===== src/rtl/multiport_register_file_if.sv =====
// Bus bundle for the multiport register file: write ports, read ports and the
// issue-side scoreboard claim. The master drives requests; the slave is the file.
interface multiport_register_file_if #(
   parameter int WIDTH = 32,
   parameter int NREGS = 32,
   parameter int NRD   = 2,
   parameter int NWR   = 1
);
   localparam int AW = $clog2(NREGS);

   logic [NWR-1:0]       wen;
   logic [NWR*AW-1:0]    wsel;
   logic [NWR*WIDTH-1:0] wdat;
   logic [NRD*AW-1:0]    rsel;
   logic [NRD*WIDTH-1:0] rdat;
   logic [NRD-1:0]       rbusy;
   logic                 claim_en;
   logic [AW-1:0]        claim_sel;
   logic [NREGS-1:0]     busy_vec;

   modport master (
      output wen, wsel, wdat, rsel, claim_en, claim_sel,
      input  rdat, rbusy, busy_vec
   );

   modport slave (
      input  wen, wsel, wdat, rsel, claim_en, claim_sel,
      output rdat, rbusy, busy_vec
   );
endinterface


===== src/rtl/multiport_register_file.sv =====
// Integer register file: NRD combinational reads, NWR synchronous writes, r0 hardwired
// to zero, optional write-to-read bypass, and a per-register busy scoreboard.
module multiport_register_file #(
   parameter int WIDTH  = 32,
   parameter int NREGS  = 32,
   parameter int NRD    = 2,
   parameter int NWR    = 1,
   parameter int BYPASS = 1
) (
   input  logic                      clk,
   input  logic                      n_rst,
   multiport_register_file_if.slave  bus
);
   localparam int AW = $clog2(NREGS);

   logic [NREGS-1:0][WIDTH-1:0] r_regs;
   logic [NREGS-1:0]            r_busy;

   logic [NREGS-1:0]            w_wr_hit;
   logic [NREGS-1:0][WIDTH-1:0] w_wr_data;
   logic [NREGS-1:0]            w_claim_hit;
   logic [NRD-1:0][WIDTH-1:0]   w_rdat;
   logic [NRD-1:0]              w_rbusy;
   logic [AW-1:0]               w_rsel;

   // Per-register write decode; ascending port scan lets the highest port win.
   // Index 0 is never decoded, so r0 is never written, claimed or cleared.
   always_comb begin
      w_wr_hit    = '0;
      w_wr_data   = '0;
      w_claim_hit = '0;
      for (int i = 1; i < NREGS; i++) begin
         w_claim_hit[i] = bus.claim_en && (bus.claim_sel == AW'(i));
         for (int k = 0; k < NWR; k++) begin
            if (bus.wen[k] && (bus.wsel[k*AW +: AW] == AW'(i))) begin
               w_wr_hit[i]  = 1'b1;
               w_wr_data[i] = bus.wdat[k*WIDTH +: WIDTH];
            end
         end
      end
   end

   always_ff @(posedge clk or negedge n_rst) begin
      if (!n_rst) begin
         r_regs <= '0;
         r_busy <= '0;
      end else begin
         for (int i = 1; i < NREGS; i++) begin
            if (w_wr_hit[i])
               r_regs[i] <= w_wr_data[i];
            // A same-cycle claim belongs to a newer producer, so it beats the writeback.
            if (w_claim_hit[i])
               r_busy[i] <= 1'b1;
            else if (w_wr_hit[i])
               r_busy[i] <= 1'b0;
         end
      end
   end

   always_comb begin
      w_rdat  = '0;
      w_rbusy = '0;
      w_rsel  = '0;
      for (int j = 0; j < NRD; j++) begin
         w_rsel     = bus.rsel[j*AW +: AW];
         w_rdat[j]  = r_regs[w_rsel];
         w_rbusy[j] = r_busy[w_rsel];
         if ((BYPASS != 0) && w_wr_hit[w_rsel]) begin
            w_rdat[j] = w_wr_data[w_rsel];
            if (!w_claim_hit[w_rsel])
               w_rbusy[j] = 1'b0;
         end
         // Forwarded write data must not leak out while reset is held.
         if (!n_rst) begin
            w_rdat[j]  = '0;
            w_rbusy[j] = 1'b0;
         end
      end
   end

   assign bus.rdat     = w_rdat;
   assign bus.rbusy    = w_rbusy;
   assign bus.busy_vec = r_busy;
endmodule


===== src/flat_wrapper.sv =====
// flat-port wrapper written by rule: the top's interface ports become plain ports
module multiport_register_file_flat 
#(
   parameter int WIDTH  = 32,
   parameter int NREGS  = 32,
   parameter int NRD    = 2,
   parameter int NWR    = 1,
   parameter int BYPASS = 1
)
  (clk, n_rst, bus_wen, bus_wsel, bus_wdat, bus_rsel, bus_claim_en, bus_claim_sel, bus_rdat, bus_rbusy, bus_busy_vec);
  multiport_register_file_if #(.WIDTH(WIDTH), .NREGS(NREGS), .NRD(NRD), .NWR(NWR)) bus_i ();
  input  logic clk;
  input  logic n_rst;
  input wire logic [$bits(bus_i.wen)-1:0] bus_wen;
  input wire logic [$bits(bus_i.wsel)-1:0] bus_wsel;
  input wire logic [$bits(bus_i.wdat)-1:0] bus_wdat;
  input wire logic [$bits(bus_i.rsel)-1:0] bus_rsel;
  input wire logic [$bits(bus_i.claim_en)-1:0] bus_claim_en;
  input wire logic [$bits(bus_i.claim_sel)-1:0] bus_claim_sel;
  output wire logic [$bits(bus_i.rdat)-1:0] bus_rdat;
  output wire logic [$bits(bus_i.rbusy)-1:0] bus_rbusy;
  output wire logic [$bits(bus_i.busy_vec)-1:0] bus_busy_vec;
  assign bus_i.wen = bus_wen;
  assign bus_i.wsel = bus_wsel;
  assign bus_i.wdat = bus_wdat;
  assign bus_i.rsel = bus_rsel;
  assign bus_i.claim_en = bus_claim_en;
  assign bus_i.claim_sel = bus_claim_sel;
  assign bus_rdat = bus_i.rdat;
  assign bus_rbusy = bus_i.rbusy;
  assign bus_busy_vec = bus_i.busy_vec;
  multiport_register_file #(.WIDTH(WIDTH), .NREGS(NREGS), .NRD(NRD), .NWR(NWR), .BYPASS(BYPASS)) u_core (.clk(clk), .n_rst(n_rst), .bus(bus_i));
endmodule

===== config.mk =====
export PLATFORM = sky130hd
export DESIGN_NAME = multiport_register_file_flat
export DESIGN_NICKNAME = d
export VERILOG_FILES = /design/src/rtl/multiport_register_file_if.sv /design/src/rtl/multiport_register_file.sv /design/src/flat_wrapper.sv
export SDC_FILE = /design/constraint.sdc
export NUM_CORES = 2
export LEC_CHECK = 0
export BUFFER_PORTS_ARGS = -buffer_cell sky130_fd_sc_hd__buf_2
export CORE_UTILIZATION = 40
export CTS_BUF_LIST = sky130_fd_sc_hd__clkbuf_8
export CTS_CLUSTER_SIZE = 24
export DETAILED_ROUTE_END_ITERATION = 10
export GPL_TIMING_DRIVEN = 0
export PLACE_DENSITY = 0.6
export SETUP_SLACK_MARGIN = 0.1
export SLEW_MARGIN = 20
export SYNTH_ARGS = -nofsm -noshare
export SYNTH_HDL_FRONTEND = slang
export SYNTH_SLANG_ARGS = --single-unit

===== constraint.sdc =====
create_clock -name clk -period 5.1 [get_ports clk]
set_input_delay 1.53 -clock clk [delete_from_list [all_inputs] [get_ports clk]]
set_output_delay 1.53 -clock clk [all_outputs]
set_load 0.03 [all_outputs]

==> flow_summary.yaml <==
detailed_routing:
  wl_per_cell_um: 42.3
  wirelength_met1_um: 96600
  post-route-drc-count: 0
  detail_route.wirelength_um: 269000
  final_antenna_net_count: 0
  viasPerCell: 6.93
  highest_layer: "met5"
  num_vias: 44100
  route.met3.wl_um: 37500
  dr_wl_met2_um: 112000
  drt_pre_antenna_iters: 10
  initialDrtViolationCount: 6898
setup_path:
  critPathRequiredTime_ps: 3570
  timing.critical_path.fanout_max: 5
  worst-endpoint-arrival_ps: 3870
  critPathKind: "input port to output port"
  rrSetupSlack_ps: 4270
  crit_end_category: "output port"
  critical_path.reg2reg.startpoint: "u_core.r_regs[395]"
  crit_start: "bus_wsel[1]"
  critical_path.endpoint: "bus_rdat[14]"
  setup.worst_path.start_class: "input port"
  reg2reg_depth: 1
  reg2reg_to: "u_core.r_regs[395]"
floorplanning:
  pin_count: 154
  fp-row-count: 137
  core_area_um2: 140000
  die_width_um: 378
  initial_core_util_pct: 40.4
  design.die.area_um2: 143000
  die_y_um: 378
yosys:
  ys.flop_type: "dfrtp_1"
  synth_largest_type_area_fraction_pct: 45.2
  synth_top_cells_by_area: "dfrtp_1, mux4_2, mux2_2"
  simple_gate_share_of_the_synthesized_area_pct: 2.94
  synth_mux_area_share_pct: 44.0
  ys_warn_count: 33
  synth_top_family_by_area: "multiplexers"
  synthesized_area_per_cell_um2: 14.9
  yosys.cell_count.top_type: "dfrtp_1"
  synth.cells.most_frequent: "dfrtp_1, mux2_2, mux4_2"
  synth.net_count: 3861
  ys_seq_elements: 1023
  post_synth_xor_area_fraction_pct: 0.307
  netlist_area_um2: 56600
  count_of_unique_library_cells_instantiated_by_yosys: 77
  synthesis.instances: 3805
  seq_area_frac_synth_pct: 45.2
  post_synth_fa_ha_maj_area_fraction_pct: 0
  async_reset_ff_share_pct: 100
  yosysTopAreaCell: "dfrtp_1"
  synth_compound_area_share_pct: 3.92
  synth-edff-count: 0
clock_network:
  cts.htree.levels: 4
  cts_hold_buffers: 0
  clk_pin_slew_ps: 60
  clock_latency_ps: 980
  ctsRootBufferMaster: "clkbuf_8"
  cts_tree: "yes"
  cts-buffers-inserted: 180
  cts_sinks: 1023
  cts_buffer_depth: 3
global_route:
  grt_antenna_before_repair: 24
  grt_max_degree: 129
  grt_first_pass_wirelength_um: 361000
  via_count_of_the_first_global_routing_pass: 42900
  gr-usage-all-layers_pct: 37.5
  overflow: 0
sta:
  timing.final.max_slew_violations: 0
  fin_crit_sh_pct: 106
  finClkSkew_ps: 0
  grt_setup_unrepaired: "true"
  timing.final.setup_violations: 66
  tightest_slew_ps: 1310
  final.min_clock_period_ps: 5400
  worst_slew_margin_relative_to_its_limit_pct: 12.7
  hold_viol_final: 0
  achievable-frequency_ghz: 0.185
  postLayoutSetupSlackWorst_ps: -297
run_status:
  run_status: "complete, but fails checks"
  failed_checks: "negative setup slack"
final_layout:
  drive_gt1_share_pct: 60.4
  nets: 4397
  num-fill-cells: 11800
  core_occupancy_in_the_finished_layout_pct: 51.0
  stdcell_area_um2: 71400
  final-instance-count-excl-fill: 6366
  syn2layout_area_growth_pct: 26.1
  sequential_cell_area_um2: 25600
  multiInputGateArea_um2: 30900
placement:
  portBuffers: 137
  dp_cells: 5835
  place_ws_ps: -2650
  place_congestion: 1.03
  dp.final_hpwl_um: 171000
  post_dp_cell_area_um2: 60400
pwr:
  finalPower_mw: 26.1
  power.leakage_nw: 30.4
  max-vdd-ir-drop_mv: 0.235
  power_density_nw_per_um2: 365
job:
  cap_violations: 0
worst_hold_path:
  holdCritPathClass: "input port to asynchronous set/reset pin"
## placed cells by master, fill, tap and decap left out, drive strengths merged, types with 30 or more instances in the layout
cell type	Yosys	routed
nor2	98	98
mux4	569	569
o32ai	32	32
nand2	149	149
o21ai	86	86
nand3	30	30
clkbuf	220	453
dfrtp	1023	1023
mux2	1014	1014
a21oi	40	40
a22o	30	30
buf	202	543
inv	11	62
mux2i	67	67
## worst max-delay path, stage by stage
cell,delay [ps]
buf_12,120
nor4bb_1,130
buf_4,150
a311o_1,380
buf_4,150
a32oi_4,240
buf_12,190
buf_12,140
a21oi_2,70
a311oi_4,520
buf_6,210
## state kept, by name (all words and copies together), names as in the netlist
signal	flops
u_core.bus.busy_vec	31
u_core.r_regs	992
## cell families after synthesis
group,count (synthesis)
AO/OA/AOI/OAI,313
XOR/XNOR,19
buffers and inverters,435
flip-flops,1023
multiplexers,1650
other,1
AND/OR/NAND/NOR,364
## worst min-delay path by stage
stage                             startpoint                  end  slack (ps)  depth (start not counted)
final                                  n_rst   u_core.r_regs[438]         470                          1
after floorplan           u_core.r_regs[330]   u_core.r_regs[330]         460                          2
after global routing                   n_rst  u_core.r_regs[1015]         440                          1
after CTS                              n_rst  u_core.r_regs[1015]         410                          1
after detailed placement  u_core.r_regs[842]   u_core.r_regs[842]         490                          2
after global placement    u_core.r_regs[842]   u_core.r_regs[842]         480                          2
## power by group
part	switching, mW	internal (mW)
clock	3.82	4.28
combinational	3.17	3.87
sequential	1.22	9.72
## metrics by stage
step | hold slack [ps] | TNS (ps)
6_report | 469 | -11580
5_1_grt | 437 | -12180
4_1_cts | 405 | -8460
3_5_place_dp | 493 | -124550
3_3_place_gp | 478 | -
2_1_floorplan | 461 | -1850
## cell type report
type	instances	area share, %
inverter	13	0.114
buffer	421	5.85
clock buffer	234	4.51
clock inverter	81	0.673
antenna	16	0.0561
tap	1876	3.29
sequential	1023	35.9
multi-input combinational	2347	43.3
timing repair buffer	355	6.35
## metal layers
layer  vias up  GRT usage (%)
met5         -          0.755
met3      1120           15.4
met1     23300           47.2
met4        25           25.9
li1      16000              -
met2      3753           52.2
## what timing repair did
item	in CTS	in global routing
pin swaps	66	55
gates resized for setup	989	85
setup buffers	120	44
hold endpoints to repair	0	0
gates cloned	36	4
setup endpoints to repair	66	66
Power figures use the tool's default switching activity.
